File: config.mk
export PLATFORM = sky130hd
export DESIGN_NAME = osc_stdby_ctrl
export DESIGN_NICKNAME = d
export VERILOG_FILES = /design/src/rtl/osc_stdby_ctrl.sv
export SDC_FILE = /design/constraint.sdc
export NUM_CORES = 1
export LEC_CHECK = 0
export BUFFER_PORTS_ARGS = -buffer_cell sky130_fd_sc_hd__buf_2
export CORE_MARGIN = 4
export CORE_UTILIZATION = 35
export DETAILED_ROUTE_END_ITERATION = 10
export SYNTH_ARGS = -nofsm -noshare
export SYNTH_HDL_FRONTEND = slang
export SYNTH_SLANG_ARGS = --single-unit
File: constraint.sdc
create_clock -name CLK -period 3.03 [get_ports CLK]
set_input_delay 0.606 -clock CLK [delete_from_list [all_inputs] [get_ports CLK]]
set_output_delay 0.606 -clock CLK [all_outputs]
set_load 0.01 [all_outputs]
File: src/rtl/osc_stdby_ctrl.sv
// Oscillator standby controller.
// It sequences the oscillator through four states: a settle period after start,
// active use, a drain period before stopping, and standby.
// All outputs are registered. A condition sampled at a clock edge shows on the
// outputs right after that edge.
module osc_stdby_ctrl #(
  parameter int unsigned SETTLE_CYCLES = 64,
  parameter int unsigned IDLE_CYCLES   = 1024,
  parameter int unsigned DRAIN_CYCLES  = 4,
  parameter int unsigned CNT_W         = 16
) (
  input  logic       CLK,
  input  logic       RST,
  input  logic       SLEEP_EN,
  input  logic       WAKE_REQ,
  input  logic       ACTIVITY,
  output logic       STDBY,
  output logic       OSC_READY,
  output logic [1:0] STATE,
  output logic [7:0] SLEEP_COUNT
);

  typedef enum logic [1:0] {
    StWaking  = 2'b00,
    StActive  = 2'b01,
    StDrain   = 2'b10,
    StStandby = 2'b11
  } state_e;

  localparam logic [CNT_W-1:0] SettleLast = CNT_W'(SETTLE_CYCLES - 1);
  localparam logic [CNT_W-1:0] IdleLast   = CNT_W'(IDLE_CYCLES - 1);
  localparam logic [CNT_W-1:0] DrainLast  = CNT_W'(DRAIN_CYCLES - 1);

  state_e           state_q;
  logic [CNT_W-1:0] cnt_q;
  logic             stdby_q;
  logic             ready_q;
  logic [7:0]       sleep_cnt_q;
  logic             wake;

  // Any reason to keep the oscillator running
  always_comb begin
    wake = WAKE_REQ | ACTIVITY | ~SLEEP_EN;
  end

  // State, shared counter and registered outputs; reset overrides every transition
  always_ff @(posedge CLK) begin
    if (RST) begin
      state_q     <= StWaking;
      cnt_q       <= '0;
      stdby_q     <= 1'b0;
      ready_q     <= 1'b0;
      sleep_cnt_q <= '0;
    end else begin
      unique case (state_q)
        // Inputs are ignored until the oscillator has settled
        StWaking: begin
          if (cnt_q == SettleLast) begin
            state_q <= StActive;
            cnt_q   <= '0;
            ready_q <= 1'b1;
          end else begin
            cnt_q <= cnt_q + 1'b1;
          end
        end
        StActive: begin
          if (wake) begin
            cnt_q <= '0;
          end else if (cnt_q == IdleLast) begin
            state_q <= StDrain;
            cnt_q   <= '0;
            ready_q <= 1'b0;
          end else begin
            cnt_q <= cnt_q + 1'b1;
          end
        end
        // The oscillator is still running, so a wake here skips the settle period
        StDrain: begin
          if (wake) begin
            state_q <= StActive;
            cnt_q   <= '0;
            ready_q <= 1'b1;
          end else if (cnt_q == DrainLast) begin
            state_q <= StStandby;
            cnt_q   <= '0;
            stdby_q <= 1'b1;
            if (sleep_cnt_q != 8'hFF) begin
              sleep_cnt_q <= sleep_cnt_q + 8'd1;
            end
          end else begin
            cnt_q <= cnt_q + 1'b1;
          end
        end
        StStandby: begin
          cnt_q <= '0;
          if (wake) begin
            state_q <= StWaking;
            stdby_q <= 1'b0;
          end
        end
        default: begin
          state_q <= StWaking;
          cnt_q   <= '0;
          stdby_q <= 1'b0;
          ready_q <= 1'b0;
        end
      endcase
    end
  end

  assign STDBY       = stdby_q;
  assign OSC_READY   = ready_q;
  assign STATE       = state_q;
  assign SLEEP_COUNT = sleep_cnt_q;

endmodule

==> results of run 1 <==
[flip-flops by register name (all words and copies together) (netlist names)]
signal and cells:
STATE 2, STDBY 1, SLEEP_COUNT 8, OSC_READY 1, cnt_q 16
[worst max-delay path: stages]
cell and delay [ns]:
buf_2 0.10, or3b_4 0.41, or3b_4 0.43, or3_4 0.46, or3_2 0.46, a21oi_1 0.14
[final cells by class]
cell class                      count  share of cell area [%]
Sequential cell                    28                    37.5
Clock buffer                        4                    3.68
Multi-Input combinational cell    117                    48.2
Inverter                            3                   0.753
Timing Repair Buffer               17                    5.86
Tap cell                           48                    4.02
[cell usage after synthesis (all sizes together) (2+ instances only)]
cell / instances
nor3: 4
nor3b: 3
ha: 2
xnor2: 6
xor2: 10
a2111oi: 2
inv: 3
or3b: 2
or3: 5
nor4: 3
a21oi: 7
and4: 2
nand4: 6
nor2: 26
nand3: 14
nand2: 4
dfxtp: 28
o21a: 2
buf: 2
clkbuf: 2
and3: 4
nor2b: 2
o21ai: 5
[per-stage QoR]
stage | std cells | area (µm²) | total power (W) | worst slack, ns
after global routing | 217 | 1500 | 0.000656 | 0.510
after CTS | 217 | 1500 | 0.000632 | 0.628
after detailed placement | 213 | 1440 | 0.000407 | 0.346
final | 217 | 1500 | 0.000622 | 0.626
after floorplan | 152 | 1330 | 0.000399 | 0.549
after global placement | 213 | 1440 | 0.000407 | 0.364
[path summary, 6_finish.rpt]
check                                 endpoint           start  depth (start not counted)
worst max register to register  SLEEP_COUNT[3]        cnt_q[0]                          6
worst min-delay path            SLEEP_COUNT[5]  SLEEP_COUNT[5]                          2
worst max-delay path            SLEEP_COUNT[3]        ACTIVITY                          6
worst min register to register  SLEEP_COUNT[5]  SLEEP_COUNT[5]                          2
[per-layer routing]
| metal | wire [µm] | GRT usage [%] | share of wire, % |
|---|---|---|---|
| met1 | 1230 | 13.7 | 49 |
| met2 | 1180 | 17.7 | 47 |
| met3 | 77 | 2.32 | 3.1 |
| met4 | 19 | 3.25 | 0.76 |
| met5 | 0 | 0 | 0 |
[cell families after synthesis]
logic type	count (synthesis)
XOR/XNOR	16
AND/OR/NAND/NOR	78
AO/OA/AOI/OAI	20
buffers and inverters	7
flip-flops	28
multiplexers	1
adder cells (fa/ha/maj)	2
[cell usage in the layout (no fill, tap or decap)]
cell / count
and4_2: 1
a31oi_1: 1
and4_1: 1
dfxtp_1: 28
and3_1: 4
buf_4: 1
nor2_1: 26
nor4_1: 3
nand4_1: 6
nor3_1: 4
xnor2_1: 6
or3_2: 1
or3_4: 1
a211oi_1: 1
or4_1: 1
inv_1: 3
mux2i_1: 1
nand2_1: 4
o31ai_1: 1
o21ai_0: 5
or3b_4: 2
nor4b_1: 1
o21a_1: 2
nor3b_1: 3
nor2b_1: 2
a2111oi_0: 2
or3_1: 3
a21oi_1: 7
buf_2: 16
ha_1: 2
xor2_1: 10
a211o_2: 1
clkbuf_8: 4
and2_2: 1
nand3_1: 14
[power breakdown]
| group | switching, W | internal (W) | total (W) | leakage [nW] |
|---|---|---|---|---|
| registers | 0.00000445 | 0.000371 | 0.000376 | 0.226 |
| logic | 0.0000132 | 0.00000990 | 0.0000231 | 0.310 |
| clock network | 0.000108 | 0.000116 | 0.000224 | 0.0288 |
| total | 0.000125 | 0.000497 | 0.000622 | 0.565 |
==> impl_metrics.yaml, run 1 <==
clock_tree:
  holdBufCountCts: 0
  cts-root-buf: "clkbuf_8"
  cts_resized: 0
  clockBufferDepth: 2
  path_clk_slew_ns: 0.09
  clkLatencyLatePin_ns: 0.27
  htreeDepth: 1
  tritoncts: "done"
  cts_setup_buffers: 0
  cts_sinks: 28
  numCtsBuffers: 3
die:
  core-area_um2: 3660
  die_w_um: 69.6
  dieArea_um2: 4840
  ios: 17
  die_h_um: 69.6
  initial_core_util_pct: 36.2
  rows: 22
timing:
  clock.fmax_ghz: 0.416
  fin_crit_sh_pct: 79.3
  final-hold-violation-count: 0
  final.setup.tns_ns: 0
  worst_pin_slew_ns: 0.608
  rsz0062_at_grt: "false"
  setup_viol: 0
  slew_headroom_pct: 59.2
  slew_violations: 0
  hold_slack_ns: 0.498
  clock_skew_ns: 0.00498
  period_minus_slack_ns: 2.40
cells_and_area:
  drive_gt1_share_pct: 16.6
  area.growth.synth_to_final_pct: 12.7
  diodes: 0
  register_area_um2: 561
  multi_input_area_um2: 721
  nets: 177
  fin_util_pct: 40.8
  nFillCells: 383
worst_setup_path:
  start_kind: "primary input"
  regToRegSetupSlack_ns: 0.66
  critPathMaxFanout: 12
  cp.required_ns: 3.24
  path_class: "in2reg"
  end_kind: "flip-flop"
  cp.arrival_ns: 2.61
logic_synthesis:
  synth_async_sr_flop_share_pct: 0
  synthSimpleGateAreaFrac_pct: 31.8
  synthDistinctLibCells: 36
  synthXorXnorAreaFrac_pct: 10.6
  synth_fa_ha_area_share_pct: 1.89
  synth_compound_area_share_pct: 9.34
  synth-seq-cells: 28
  synth-edff-count: 0
  syn_inst: 152
  synth_nets: 159
  synth_area_um2: 1330
  ys.warnings.count: 0
  synthTopCellsByArea: "dfxtp_1 42%, nor2_1 7.4%, xor2_1 6.6%, nand3_1 5.3%, xnor2_1 4.0%"
  yosys_most_used_dff: "dfxtp_1"
  netlist.area_leader.share_pct: 42.3
  ys_seq_area_share_pct: 42.3
  synth_top_cell_by_area: "dfxtp_1"
  synthMuxAreaShare_pct: 0.755
  synth_top_family_by_area: "simple AND/OR/NAND/NOR gates"
  avgSynthCellArea_um2: 8.73
place:
  place.gp.congestion: 0.759
  hpwl_um: 1840
  portBuffers: 16
global_route:
  grt_pass1_vias: 1025
  grt_max_degree: 17
  antenna_found_initial: 0
  grt_use_total_pct: 10.6
  overflow: 0
  grt_pass1_wl_um: 4370
route:
  drtIter0Drc: 67
  ant_nets: 0
  drt_wl_total_um: 2510
  wire_per_inst_um: 11.6
  via_per_inst: 5.19
  vias: 1127
  drt_pass1_iterations: 4
  drc: 0
run:
  drv_cap: 0
hold_path:
  hold_class: "reg2reg"
power:
  ir_drop_uv: 159
  power_density_nw_per_um2: 416
  leakage_nw: 0.565
run_status:
  run_status: "completed"
Note: power is estimated with default switching activity, not from simulation.
==> run 2, diff against run 1 <==
==> constraint.sdc (replaced) <==
create_clock -name CLK -period 2.4 [get_ports CLK]
set_input_delay 0.48 -clock CLK [delete_from_list [all_inputs] [get_ports CLK]]
set_output_delay 0.48 -clock CLK [all_outputs]
set_load 0.01 [all_outputs]
==> run 2 against run 1 <==
Net effect:
- sequential cell count unchanged
- wire length increased by 7.0%
- first-iteration DRC count increased by 27%
- via count increased by 2.0%
- critical path depth unchanged
- clock-buffer cell count decreased by 1
- global-route usage increased by 0.39 points
- largest cell class unchanged
- die area unchanged
- worst setup slack got worse by 0.48 ns
- sequential power increased by 26%
- power increased by 41%
- cell count increased by 2.8%
==> impl_metrics.yaml, run 2 (synthesis results as in run 1) <==
clock_tree:
  cts_resized: 0
  tritoncts: "done"
  cts-root-buf: "clkbuf_8"
  path_clk_slew_ns: 0.10
  holdBufCountCts: 0
  clockBufferDepth: 2
  numCtsBuffers: 3
  clkLatencyLatePin_ns: 0.28
  htreeDepth: 1
  cts_setup_buffers: 0
  cts_sinks: 28
global_route:
  antenna_found_initial: 0
  grt_max_degree: 17
  overflow: 0
  grt_pass1_wl_um: 4460
  grt_use_total_pct: 11.0
  grt_pass1_vias: 1028
route:
  via_per_inst: 5.16
  vias: 1150
  drt_pass1_iterations: 4
  wire_per_inst_um: 12.0
  drc: 0
  ant_nets: 0
  drtIter0Drc: 85
  drt_wl_total_um: 2680
power:
  finalPower_w: 0.000875
  ir_drop_uv: 233
  power_density_nw_per_um2: 562
  leakage_nw: 0.599
place:
  portBuffers: 16
  place_ws_ns: -0.105
  hpwl_um: 1990
  place.gp.congestion: 0.775
die:
  rows: 22
  die_h_um: 69.6
  core-area_um2: 3660
  die_w_um: 69.6
  ios: 17
  dieArea_um2: 4840
  initial_core_util_pct: 36.2
cells_and_area:
  final_cell_mix: "28 x dfxtp_1, 26 x nor2_1, 16 x buf_2, 14 x nand3_1, 10 x xor2_1"
  largest_register_ffs: 16
  mostFrequentLayoutCell: "dfxtp_1"
  fin_util_pct: 42.5
  diodes: 0
  area.growth.synth_to_final_pct: 17.4
  drive_gt1_share_pct: 19.4
  regMostFlops: "cnt_q"
  nets: 183
worst_setup_path:
  crit_chain: "ha_1 > nor4b_1 > nand4_1 > or3_4 > or3_2 > a21oi_1"
  start_kind: "flip-flop"
  critPathMaxFanout: 10
  slowest_stage: "or3_4"
  path_depth: 6
  max_stage_delay_ns: 0.46
  cp.required_ns: 2.62
  cp_num_buf_inv: 0
  cp.arrival_ns: 2.47
  rr_worst_depth: 6
  path_class: "reg2reg"
  end_kind: "flip-flop"
  crit_family: "simple AND/OR/NAND/NOR gates"
run_status:
  run_status: "completed"
timing:
  slew_headroom_pct: 51.5
  period_minus_slack_ns: 2.26
  clock_skew_ns: 0.00776
  rsz0062_at_grt: "false"
  setup_viol: 0
  slew_violations: 0
  final.setup.tns_ns: 0
  setup_slack_ns: 0.142
  final-hold-violation-count: 0
  fin_crit_sh_pct: 94.1
  worst_pin_slew_ns: 0.722
  clock.fmax_ghz: 0.443
run:
  drv_cap: 0
hold_path:
  hold_class: "reg2reg"
  min_path_cells: 1
==> run 2: cell types whose count changed in the layout (fill, tap and decap cells not counted) <==
| cell | delta |
|---|---|
| buf_4 | +6 |
| clkbuf_8 | -1 |
| bufinv_16 | +1 |
==> run 2: worst register-to-register path: stages (launching register included) <==
cell     delay [ns]
dfxtp_1        0.41
ha_1           0.19
nor4b_1        0.35
nand4_1        0.20
or3_4          0.46
or3_2          0.46
a21oi_1        0.14
==> run 2: cell type report <==
class / instances / area [µm²]
Timing Repair Buffer: 23 / 133
Tap cell: 48 / 60.1
Sequential cell: 28 / 561
Inverter: 3 / 11.3
Fill cell: 389 / 2100
Clock buffer: 3 / 41.3
Clock inverter: 1 / 30.0
Multi-Input combinational cell: 117 / 721
==> run 2: path summary, 6_finish.rpt <==
check	start	endpoint	slack, ns
worst min register to register	cnt_q[0]	cnt_q[0]	0.49
worst max register to register	cnt_q[0]	SLEEP_COUNT[3]	0.14
worst min-delay path	cnt_q[0]	cnt_q[0]	0.49
worst max-delay path	cnt_q[0]	SLEEP_COUNT[3]	0.14
==> run 2: metal layers <==
metal	track usage, %	routed length, µm
met5	0	0
met2	17.9	1280
met3	3.04	95
met4	3.90	25
met1	13.9	1280
==> run 2: stage by stage <==
step | area [µm²] | hold slack, ns | cells
2_1_floorplan | 1330 | 0.442 | 152
3_3_place_gp | 1490 | 0.463 | 219
3_5_place_dp | 1490 | 0.471 | 219
4_1_cts | 1560 | 0.496 | 223
5_1_grt | 1560 | 0.517 | 223
6_report | 1560 | 0.489 | 223
==> run 2: power breakdown <==
group          internal (W)  total (W)  switching, W
clock network      0.000223   0.000368      0.000144
registers          0.000469   0.000474    0.00000552
logic             0.0000152  0.0000325     0.0000173
